`src/rtl/ncl_ripple_adder.sv`:
```
// Clocked dual-rail NCL ripple adder with a four-phase completion handshake, resolving BPC bits per cycle.
// Optional macro NCL_CARRYIN_EN adds a dual-rail carry-in port (full-adder semantics).
module ncl_ripple_adder #(
    parameter int WIDTH = 8,
    parameter int BPC   = 1
) (
    input  logic                 clk,
    input  logic                 init_n,
`ifdef NCL_CARRYIN_EN
    input  logic [1:0]           cin,
`endif
    input  logic [2*WIDTH-1:0]   A,
    input  logic [2*WIDTH-1:0]   B,
    output logic [2*WIDTH-1:0]   sum,
    output logic [1:0]           carryout,
    input  logic                 sumCOMP,
    input  logic                 carryCOMP,
    output logic                 ACOMP,
    output logic                 BCOMP,
    output logic                 err
);

    localparam int IW = $clog2(WIDTH + BPC + 1);

    typedef enum logic [1:0] {
        WAIT_DATA = 2'd0,
        RIPPLE    = 2'd1,
        DRIVE     = 2'd2,
        HOLD_DATA = 2'd3
    } state_t;

    state_t               state_q, state_d;
    logic [WIDTH-1:0]     a_q, a_d, b_q, b_d, s_q, s_d;
    logic                 carry_q, carry_d;
    logic [IW-1:0]        idx_q, idx_d;
    logic [2*WIDTH-1:0]   sum_q, sum_d;
    logic [1:0]           cout_q, cout_d;
    logic                 acomp_q, acomp_d;
    logic                 err_q, err_d;
    logic                 scomp_prev_q, ccomp_prev_q;

    logic [WIDTH-1:0]     a_t_s, a_f_s, b_t_s, b_f_s;
    logic                 cin_data_s, cin_null_s, cin_ill_s, cin_bin_s;
    logic                 in_data_s, in_null_s, in_illegal_s;
    logic [WIDTH:0]       c_s;
    logic [WIDTH-1:0]     in_slice_s, slice_sum_s;
    logic [IW-1:0]        idx_end_s;
    logic [2*WIDTH-1:0]   enc_s;

`ifdef NCL_CARRYIN_EN
    assign cin_data_s = cin[1] ^ cin[0];
    assign cin_null_s = ~(cin[1] | cin[0]);
    assign cin_ill_s  = cin[1] & cin[0];
    assign cin_bin_s  = cin[1];
`else
    assign cin_data_s = 1'b1;
    assign cin_null_s = 1'b1;
    assign cin_ill_s  = 1'b0;
    assign cin_bin_s  = 1'b0;
`endif

    assign idx_end_s = idx_q + IW'(BPC);

    // Rail split, slice-masked carry chain and dual-rail encoding of the stored sum.
    for (genvar i = 0; i < WIDTH; i++) begin : g_bit
        assign a_t_s[i]       = A[2*i+1];
        assign a_f_s[i]       = A[2*i];
        assign b_t_s[i]       = B[2*i+1];
        assign b_f_s[i]       = B[2*i];
        assign in_slice_s[i]  = (idx_q <= IW'(i)) && (IW'(i) < idx_end_s);
        assign slice_sum_s[i] = in_slice_s[i] ? (a_q[i] ^ b_q[i] ^ c_s[i]) : s_q[i];
        assign c_s[i+1]       = in_slice_s[i] ? ((a_q[i] & b_q[i]) | (c_s[i] & (a_q[i] ^ b_q[i])))
                                              : c_s[i];
        assign enc_s[2*i+1]   = s_q[i];
        assign enc_s[2*i]     = ~s_q[i];
    end
    assign c_s[0] = carry_q;

    assign in_data_s    = (&(a_t_s ^ a_f_s)) & (&(b_t_s ^ b_f_s)) & cin_data_s;
    assign in_null_s    = ~(|A) & ~(|B) & cin_null_s;
    assign in_illegal_s = (|(a_t_s & a_f_s)) | (|(b_t_s & b_f_s)) | cin_ill_s;

    // Next-state, datapath and handshake logic.
    always_comb begin
        state_d = state_q;
        a_d     = a_q;
        b_d     = b_q;
        s_d     = s_q;
        carry_d = carry_q;
        idx_d   = idx_q;
        sum_d   = sum_q;
        cout_d  = cout_q;
        acomp_d = acomp_q;
        case (state_q)
            WAIT_DATA: begin
                if (in_data_s && !sumCOMP && !carryCOMP) begin
                    a_d     = a_t_s;
                    b_d     = b_t_s;
                    s_d     = '0;
                    carry_d = cin_bin_s;
                    idx_d   = '0;
                    state_d = RIPPLE;
                end else begin
                    state_d = WAIT_DATA;
                end
            end
            RIPPLE: begin
                s_d     = slice_sum_s;
                carry_d = c_s[WIDTH];
                idx_d   = idx_end_s;
                if (idx_end_s >= IW'(WIDTH)) begin
                    state_d = DRIVE;
                end else begin
                    state_d = RIPPLE;
                end
            end
            DRIVE: begin
                sum_d   = enc_s;
                cout_d  = carry_q ? 2'b10 : 2'b01;
                acomp_d = 1'b1;
                state_d = HOLD_DATA;
            end
            HOLD_DATA: begin
                if (in_null_s && sumCOMP && carryCOMP) begin
                    sum_d   = '0;
                    cout_d  = 2'b00;
                    acomp_d = 1'b0;
                    state_d = WAIT_DATA;
                end else begin
                    state_d = HOLD_DATA;
                end
            end
            default: begin
                state_d = WAIT_DATA;
            end
        endcase
    end

    // Sticky error: illegal pairs, operands dropping mid-computation, completion rising onto NULL outputs.
    always_comb begin
        err_d = err_q | in_illegal_s
              | (((state_q == RIPPLE) || (state_q == DRIVE)) && !in_data_s)
              | (((sumCOMP && !scomp_prev_q) || (carryCOMP && !ccomp_prev_q)) && (cout_q == 2'b00));
    end

    // State and output registers with synchronous active-low reset.
    always_ff @(posedge clk) begin
        if (!init_n) begin
            state_q      <= WAIT_DATA;
            a_q          <= '0;
            b_q          <= '0;
            s_q          <= '0;
            carry_q      <= 1'b0;
            idx_q        <= '0;
            sum_q        <= '0;
            cout_q       <= 2'b00;
            acomp_q      <= 1'b0;
            err_q        <= 1'b0;
            scomp_prev_q <= 1'b0;
            ccomp_prev_q <= 1'b0;
        end else begin
            state_q      <= state_d;
            a_q          <= a_d;
            b_q          <= b_d;
            s_q          <= s_d;
            carry_q      <= carry_d;
            idx_q        <= idx_d;
            sum_q        <= sum_d;
            cout_q       <= cout_d;
            acomp_q      <= acomp_d;
            err_q        <= err_d;
            scomp_prev_q <= sumCOMP;
            ccomp_prev_q <= carryCOMP;
        end
    end

    assign sum      = sum_q;
    assign carryout = cout_q;
    assign ACOMP    = acomp_q;
    assign BCOMP    = acomp_q;
    assign err      = err_q;

endmodule
```
`config.mk`:
```
export PLATFORM = sky130hd
export DESIGN_NAME = ncl_ripple_adder
export DESIGN_NICKNAME = d
export VERILOG_FILES = /design/src/rtl/ncl_ripple_adder.sv
export SDC_FILE = /design/constraint.sdc
export NUM_CORES = 1
export LEC_CHECK = 0
export ABC_CLOCK_PERIOD_IN_PS = 9600
export BUFFER_PORTS_ARGS = -buffer_cell sky130_fd_sc_hd__buf_2
export CORE_MARGIN = 1
export CORE_UTILIZATION = 50
export CTS_CLUSTER_DIAMETER = 60
export DETAILED_ROUTE_END_ITERATION = 8
export HOLD_SLACK_MARGIN = 0.06
export PLACE_DENSITY = 0.72
export SLEW_MARGIN = 20
export SYNTH_ARGS = -nofsm -noshare
export SYNTH_HDL_FRONTEND = slang
export SYNTH_SLANG_ARGS = --single-unit
```
`constraint.sdc`:
```
create_clock -name clk -period 9.6 [get_ports clk]
set_input_delay 2.4 -clock clk [delete_from_list [all_inputs] [get_ports clk]]
set_output_delay 2.4 -clock clk [all_outputs]
set_load 0.1 [all_outputs]
```
==> metrics.txt, run 1 <==
die area 0.00712 sq mm; initial antenna violation count 0; Root Buffer clkbuf_8; fin. max-slew vios 0; Iter 0 DRT Violations 222; Routed Antenna Nets 0; most frequent cells in the layout nor2_1 (64), inv_1 (63), buf_2 (56); Net Count, Synth ~500; largest family of logic cells by synthesized area simple AND/OR/NAND/NOR gates; EDFF count, synth 0; Synth Instances between 400 and 500; DP Worst Slack around 3100 ps; first-pass iteration count of the detailed router 8; P_leak approximately 1.7 nW; Post-Layout Cell Count between 500 and 600; post-CTS sizing 0; chip height approximately 84 um; Worst Setup Start Kind flop; routed vias just under 3000; Post-Syn Area between 0.003 and 0.004 sq mm; post-detailed-routing wire length 7.66 mm; Max-Cap Viols 0; number of port buffers between 50 and 60; Initial Util a little over half; RSZ-0062 raised after global routing false; synth top area cells dfxtp_1 (31%), ha_1 (16%), a21oi_1 (7.7%), nor2_1 (7.1%), inv_1 (7.0%); commonest non-fill, non-tap cell in the layout nor2_1; critical path fanouts, max 14; vias in the first global route between 2000 and 3000; Final Hold Vio Count 0; pwr/cell area around 100 mW/mm^2; die width 84.4 um; DRC 5; total grt overflow 0; critical setup path kind flop to flop; All-Layer GR Usage approximately 23%; clock latency on the worst-skew pair about 310 ps; cell at the slowest stage of the critical path dfxtp_1; TritonCTS Buffers 5; Hold WS between 400 and 500 ps; failing checks DRC; #FFs+latches synth 53; Post-synth ARST share 0%; IO Pins 57; mean area per synthesized cell ~8.0 sq um; setup_tns 0 ps; DP HPWL about 6.0 mm; crit-path leading delay family adder cells; Synth top area share 31.3%; Core Box Area around 0.0065 sq mm; crit share post-route between 60 and 70%; Slew HR a little under half; largest net degree at the start of global routing 38; first-pass GRT wire length approximately 13 mm; Post-CTS Hold Fix Bufs 0; WP data required between 9000 and 10000 ps; Via density between 5 and 6; Fmax about 150 MHz; Final Net Count approximately 560; Max clock buf depth 2; Critical Path Most Common Cell fa_1; crit path DAT 6840 ps; H-tree depth 2; Synth Area in Compound Gates 16.0%; Yosys Warn Count 0; TritonCTS clock tree built; Routed WL per cell 14.0 um; Final Wtd Congestion approximately 0.84; Worst-Margin Slew 806 ps; post-synthesis sequential area ratio between 30% and 40%; Rows 29; Main synth FF type dfxtp_1; layout cells sized above 1 about 16%; Worst Path Buf+Inv 2; Area Growth Syn to Fin 11.5%; Post-Synth Adder-Cell Area about 20%; Final Critical Period around 6600 ps; clock sink count 53; Final Setup Violations 0; multiplexer area fraction after synthesis less than 1%; Antenna diodes 0; area leader, netlist dfxtp_1; Clock transition at path regs around 100 ps; cell total after placement between 500 and 600; CP peak stage delay 530 ps; endpoint type of the worst setup path flop; XOR/XNOR share of the synthesized area 0%; simple-gate share of the synthesized area 21.8%; R2R Setup Slk approximately 3000 ps; Post-CTS Setup Bufs 0; status finished with violations; Hold Crit Class flop to flop; Max rail drop VDD between 0.05 and 0.06 mV; skew final 6.57 ps; Unique masters post-synth 48; final worst slack roughly 3000 ps
## cells by family (layout without fill, tap and decap cells)
kind of cell,after synthesis,count (layout)
buffers and inverters,85,130
adders and majority gates,51,51
muxes,1,1
DFF,53,53
AOI/OAI and AO/OA,88,88
and+or+nand+nor,148,148
## cell usage after synthesis (2+ instances only)
master / count
nor2_1: 64
inv_1: 63
dfxtp_1: 53
a21oi_1: 52
ha_1: 43
nand2_1: 22
clkbuf_1: 15
nor3_1: 11
nand3_1: 9
fa_1: 8
nand4_1: 8
or3_1: 8
o21ai_0: 6
o32a_1: 6
nand2b_1: 4
nor4_1: 4
a31oi_1: 3
buf_2: 3
nand3b_1: 3
nor2b_1: 3
o22ai_1: 3
a2111oi_0: 2
a211oi_1: 2
a21boi_0: 2
a21o_1: 2
a2bb2oi_1: 2
and4_1: 2
buf_6: 2
or2_2: 2
## stage by stage
stage               instance area, sq um  util [%]  power (mW)
finish                              3780      58.6       0.379
global route                        3780      58.6       0.396
CTS                                 3780      58.5       0.382
detailed placement                  3690      57.1       0.256
global placement                    3690      57.1       0.256
floorplan                           3390         -       0.242
## layout make-up
| cell class | count | area (sq um) |
|---|---|---|
| Fill cell | 605 | 2680 |
| Multi-Input combinational cell | 288 | 2000 |
| Sequential cell | 53 | 1060 |
| Timing Repair Buffer | 58 | 295 |
| Inverter | 64 | 240 |
| Tap cell | 77 | 96.3 |
| Clock buffer | 6 | 72.6 |
| Clock inverter | 2 | 15.0 |
## worst min-delay path, cell delays in order (launching register included)
cell and delay, ps:
dfxtp_1 320, nand2_1 50, a21oi_1 50
## per-layer routing
layer,vias to the layer above,global-route usage (%),wire length [um]
met5,-,0,0
met4,0,6.63,149
met3,14,4.03,444
met2,76,38.4,3560
met1,1369,30.2,3500
li1,1505,-,-
## power breakdown
part | leakage, nW | internal (mW) | switching (mW)
sequential | 0.428 | 0.220 | 0.000228
combinational | 1.23 | 0.0120 | 0.0187
clock | 0.0374 | 0.0516 | 0.0763
total | 1.70 | 0.284 | 0.0952
## flip-flops by register name, indices dropped and copies added (netlist names)
register	flops
sum	16
ccomp_prev_q	1
ACOMP	1
state_q	2
carry_q	1
b_q	8
scomp_prev_q	1
s_q	8
err	1
idx_q	4
a_q	8
carryout	2
## path summary, 6_finish.rpt
kind | startpoint | endpoint | cells past startpoint
worst max-delay path | idx_q[1] | carry_q | 27
worst min-delay path | sum[9] | sum[9] | 2
worst max register to register | idx_q[1] | carry_q | 27
worst min register to register | sum[9] | sum[9] | 2
Note: power is estimated with default switching activity, not from simulation.
==> run 2, diff against run 1 <==
ABC_CLOCK_PERIOD_IN_PS = 5940   (was 9600)
PLACE_DENSITY = 0.75   (was 0.72)
clock period = 5.94 ns   (was 9.6 ns; I/O delays follow)
==> run 2 against run 1 <==
- the flow still finishes with violations (DRC)
- first-iteration DRC count decreased by 17%
- core utilization increased by 3.7 points
- setup slack got worse by 2800 ps
- register-to-register slack got worse by 2800 ps
- cell count increased by 2.2%
- sequential power increased by 61%
- highest routed layer unchanged
==> metrics.txt, run 2 (same netlist as run 1, synthesis figures left out) <==
status finished with violations; failing checks DRC; Max-Cap Viols 0; endpoint type of the worst setup path flop; most frequent cells in the layout nor2_1 (63), inv_1 (60), buf_2 (56); worst setup path start b_q[0]; Hold Path Sink sum[9]; R2R cell count 27; worst r2r src b_q[0]; first-pass GRT wire length between 10 and 15 mm; R2R Setup Slk roughly 180 ps; die width around 84 um; Hold Crit Class flop to flop; WP data required just over 6000 ps; layout cells sized above 1 23.4%; largest net degree at the start of global routing 35; Clock transition at path regs 100 ps; Routed WL per cell roughly 15 um; post-detailed-routing wire length between 8 and 9 mm; IO Pins between 50 and 60; crit share post-route 97.0%; TritonCTS Buffers 5; cell at the slowest stage of the critical path or4b_4; initial antenna violation count 0; Max clock buf depth 2; Core Box Area 0.00646 sq mm; Slew HR roughly 35%; vias in the first global route approximately 2800; Area Growth Syn to Fin 18.5%; met2 WL between 3 and 4 mm; Initial Util roughly 53%; final core utilization 62.3%; Max rail drop VDD approximately 0.080 mV; Final Net Count about 570; Rows 29; Final Critical Period between 5000 and 6000 ps; fin. max-slew vios 0; routed vias around 3000; Iter 0 DRT Violations around 180; skew final about 7.8 ps; Pwr Total about 0.6 mW; critical path fanouts, max 3; Design Area, Final just over 0.004 sq mm; WHS Path Cells 2; metal1 wirelength 3.75 mm; RSZ-0062 raised after global routing true; TritonCTS clock tree built; max reg flops 16; number of port buffers 56; Critical R2R Capture carry_q; Routed Antenna Nets 0; hold path start sum[9]; All-Layer GR Usage between 20% and 30%; clock sink count 53; Fmax 174 MHz; Post-Layout Cell Count 560; Worst-Margin Slew 970 ps; Final Hold Vio Count 0; fillers 581; Via density 5.47; Post-DP Area 0.00375 sq mm; chip height around 84 um; DRC 4; Worst Setup Start Kind flop; Max Used Layer met4; commonest non-fill, non-tap cell in the layout nor2_1; first-pass iteration count of the detailed router 6; Antenna diodes 0; P_leak 1.78 nW; total grt overflow 0; Final Wtd Congestion between 0.8 and 0.9; DP HPWL 6.13 mm; Final Setup Violations 0; DP Worst Slack -45.3 ps; die area roughly 0.0071 sq mm; setup_tns 0 ps; Post-CTS Hold Fix Bufs 0; clock latency on the worst-skew pair 310 ps; H-tree depth 2; Root Buffer clkbuf_8; Critical Path Most Common Cell fa_2; Hold WS between 400 and 500 ps; critical setup path kind flop to flop; final worst slack roughly 180 ps; met3 wire len 509 um; pwr/cell area roughly 150 mW/mm^2; cell total after placement 548; CP peak stage delay between 500 and 600 ps; crit path DAT 6010 ps
run 2: cell type report:
class                      count  area, sq um  share of cell area, %
multi-input combinational    288         2140                   53.3
sequential                    53         1070                   26.6
timing repair buffer          70          385                   9.58
inverter                      64          240                   5.97
tap                           77         96.3                   2.40
clock buffer                   6         72.6                   1.80
clock inverter                 2         15.0                  0.373
run 2: metal layers:
| metal | up-vias | global-route usage, % |
|---|---|---|
| met1 | 1430 | 30.8 |
| met5 | - | 0 |
| met2 | 96 | 40.2 |
| met4 | 0 | 6.01 |
| met3 | 10 | 2.46 |
| li1 | 1525 | - |
run 2: how the worst max path moves through the flow:
stage          cells after the start  slack (ps)      end
2_1_floorplan                     27         230  carry_q
3_3_place_gp                      27         110  carry_q
3_5_place_dp                      27         -50  carry_q
4_1_cts                           27           1  carry_q
5_1_grt                           27         -40  carry_q
6_report                          27         180  carry_q
run 2: power by group:
group	total (mW)	switching, mW	leakage [nW]	internal, mW
registers	0.356	0.000356	0.430	0.356
logic	0.0506	0.0311	1.31	0.0195
clock network	0.210	0.127	0.0374	0.0834
run 2: what timing repair did:
action                                  4_1_cts  5_1_grt
pin swaps                                     0       18
resized for setup                             4       36
endpoints found under the setup margin        2        2
gates cloned                                  0        0
endpoints found under the hold margin         0        0
setup buffers                                 1        3
run 2: worst max-delay path, delay by kind of cell, from the launching register on:
family	cells	cell delay, ps
fa+ha+maj	8	2740
simple gates	6	1210
compound gates	9	1030
flops	1	350
mux	1	210
buf+inv	3	150
==> run 3, diff against run 2 <==
CORE_UTILIZATION = 29   (was 50)
CTS_BUF_LIST = sky130_fd_sc_hd__clkbuf_4 sky130_fd_sc_hd__clkbuf_8 sky130_fd_sc_hd__clkbuf_16   (was not set)
PLACE_DENSITY = not set   (was 0.75)
==> run 3 against run 2 <==
- the run now ends clean
- sequential power is essentially flat
- flip-flop and latch count unchanged
- fmax fell by 0.25%
- combinational power is essentially flat
- critical endpoint unchanged
- non-clock buffer count increased by 3
- clock power rose by 44%
- total power increased by 15%
- worst hold slack better by 2.9 ps
- first-iteration DRC count increased by 10%
- setup slack lost 14 ps
- count of clock-buffer cells in the layout fell by 1
- global-route usage is 7.8 points lower
==> metrics.txt, run 3 (same netlist as run 1, synthesis figures left out) <==
status finished clean; All-Layer GR Usage between 15 and 20%; WP data required roughly 6000 ps; Core Box Area around 0.011 sq mm; Iter 0 DRT Violations 203; Final Setup Violations 0; critical setup path kind flop to flop; final core utilization between 30 and 40%; first-pass iteration count of the detailed router 4; Via density 4.82; final worst slack around 170 ps; crit share post-route 97.2%; commonest non-fill, non-tap cell in the layout nor2_1; Post-DP Area 0.00385 sq mm; Fmax approximately 170 MHz; Area Growth Syn to Fin 22.8%; Max rail drop VDD roughly 0.13 mV; crit path DAT 6000 ps; endpoint type of the worst setup path flop; DP HPWL 6.68 mm; die width ~110 um; layout cells sized above 1 23.5%; pwr/cell area roughly 170 mW/mm^2; Int Power between 0.5 and 0.6 mW; TritonCTS Buffers 5; most frequent cells in the layout nor2_1 (63), inv_1 (62), buf_2 (56); Design Area, Final between 0.004 and 0.005 sq mm; Final Net Count 572; Final Critical Period around 5800 ps; Max-Cap Viols 0; Clock transition at path regs approximately 80 ps; Post-CTS Hold Fix Bufs 0; Final Wtd Congestion just over 0.8; P_sw ~0.17 mW; fin. max-slew vios 0; H-tree depth 2; vias in the first global route 2934; Rows 39; initial antenna violation count 0; critical path fanouts, max 5; max reg flops 16; Root Buffer clkbuf_16; Initial Util slightly below 30%; Routed Antenna Nets 0; Max clock buf depth 2; Routed WL per cell roughly 14 um; Final Hold Vio Count 0; part of the power in registers about half; R2R Setup Slk about 170 ps; Antenna diodes 0; setup_tns 0 ps; chip height approximately 110 um; TritonCTS clock tree built; IO Pins 57; die area 0.0121 sq mm; Hold Crit Class flop to flop; clock latency on the worst-skew pair approximately 290 ps; Logic pwr share slightly above 7%; number of port buffers 56; Worst Setup Start Kind flop; DP Worst Slack -64.7 ps; DRC 0; routed vias between 3000 and 4000; total grt overflow 0; skew final about 8.5 ps; Worst-Margin Slew 948 ps; post-detailed-routing wire length between 8 and 9 mm; Clock Power Share 42.6%; first-pass GRT wire length between 10 and 15 mm; Post-Layout Cell Count between 600 and 700; Sw Share between 20% and 30%; clock sink count 53; P_leak approximately 1.8 nW; largest net degree at the start of global routing 38; cell total after placement 616; Slew HR between 30% and 40%
## run 3: cell types whose count changed in the layout (fill, tap and decap cells not counted), moves of 2 or more
cell,change
inv_1,+2
inv_2,-2
clkbuf_16,+5
buf_4,+3
clkbuf_8,-5
## run 3: what timing repair did
item | CTS | global route
pin swaps | 7 | 11
endpoints found under the setup margin | 2 | 2
hold endpoints to repair | 0 | 0
gates resized for setup | 18 | 15
setup buffers | 1 | 4
cloned | 0 | 0
## run 3: layer usage
| metal | wire length (um) | share of wire [%] | vias up | track usage, % |
|---|---|---|---|---|
| li1 | - | - | 1533 | - |
| met1 | 4010 | 46 | 1435 | 19.8 |
| met2 | 4250 | 49 | 60 | 26.5 |
| met3 | 375 | 4.3 | 5 | 2.00 |
| met4 | 95 | 1.1 | 0 | 4.61 |
| met5 | 0 | 0 | - | 0 |
## run 3: final cells by class
cell class	instances	area (sq um)
clock buffer	5	125
clock inverter	3	26.3
fill	1195	7250
inverter	64	240
multi-input combinational	288	2120
sequential	53	1070
tap	143	179
timing repair buffer	73	408
## run 3: worst max-delay path, stage by stage (launching register included)
cell and delay (ps):
dfxtp_4 360, ha_1 210, nand2b_4 150, and4_1 200
or2_2 290, fa_2 330, or4b_4 550, o31ai_4 80
inv_2 60, fa_2 370, nand2_2 70, o21ai_2 60
fa_2 360, nand3_2 70, o211ai_2 100, fa_2 390
mux2i_4 190, fa_2 240, a211oi_2 50, a2bb2oi_2 180
fa_2 210, inv_1 50, nor2_2 130, o2bb2ai_4 100
fa_2 380, a2111oi_4 270, a21oi_1 70, o22ai_1 170
## run 3: power groups by stage
stage	registers, mW	logic, mW	clock network [mW]
after floorplan	0.367	0.0234	0
after global placement	0.365	0.0496	0
after detailed placement	0.365	0.0508	0
after CTS	0.356	0.0511	0.307
after global routing	0.356	0.0586	0.322
final	0.356	0.0503	0.302
## run 3: path summary, 6_finish.rpt
kind                            cells after the start  startpoint  endpoint
worst min-delay path                                2      sum[7]    sum[7]
worst min register to register                      2      sum[7]    sum[7]
worst max-delay path                               27    idx_q[0]   carry_q
worst max register to register                     27    idx_q[0]   carry_q
## run 3: through the flow
stage / hold WS, ps / power [mW]
after global placement: 437 / 0.414
final: 452 / 0.708
after CTS: 456 / 0.715
after global routing: 481 / 0.737
after detailed placement: 446 / 0.416
after floorplan: 454 / 0.391
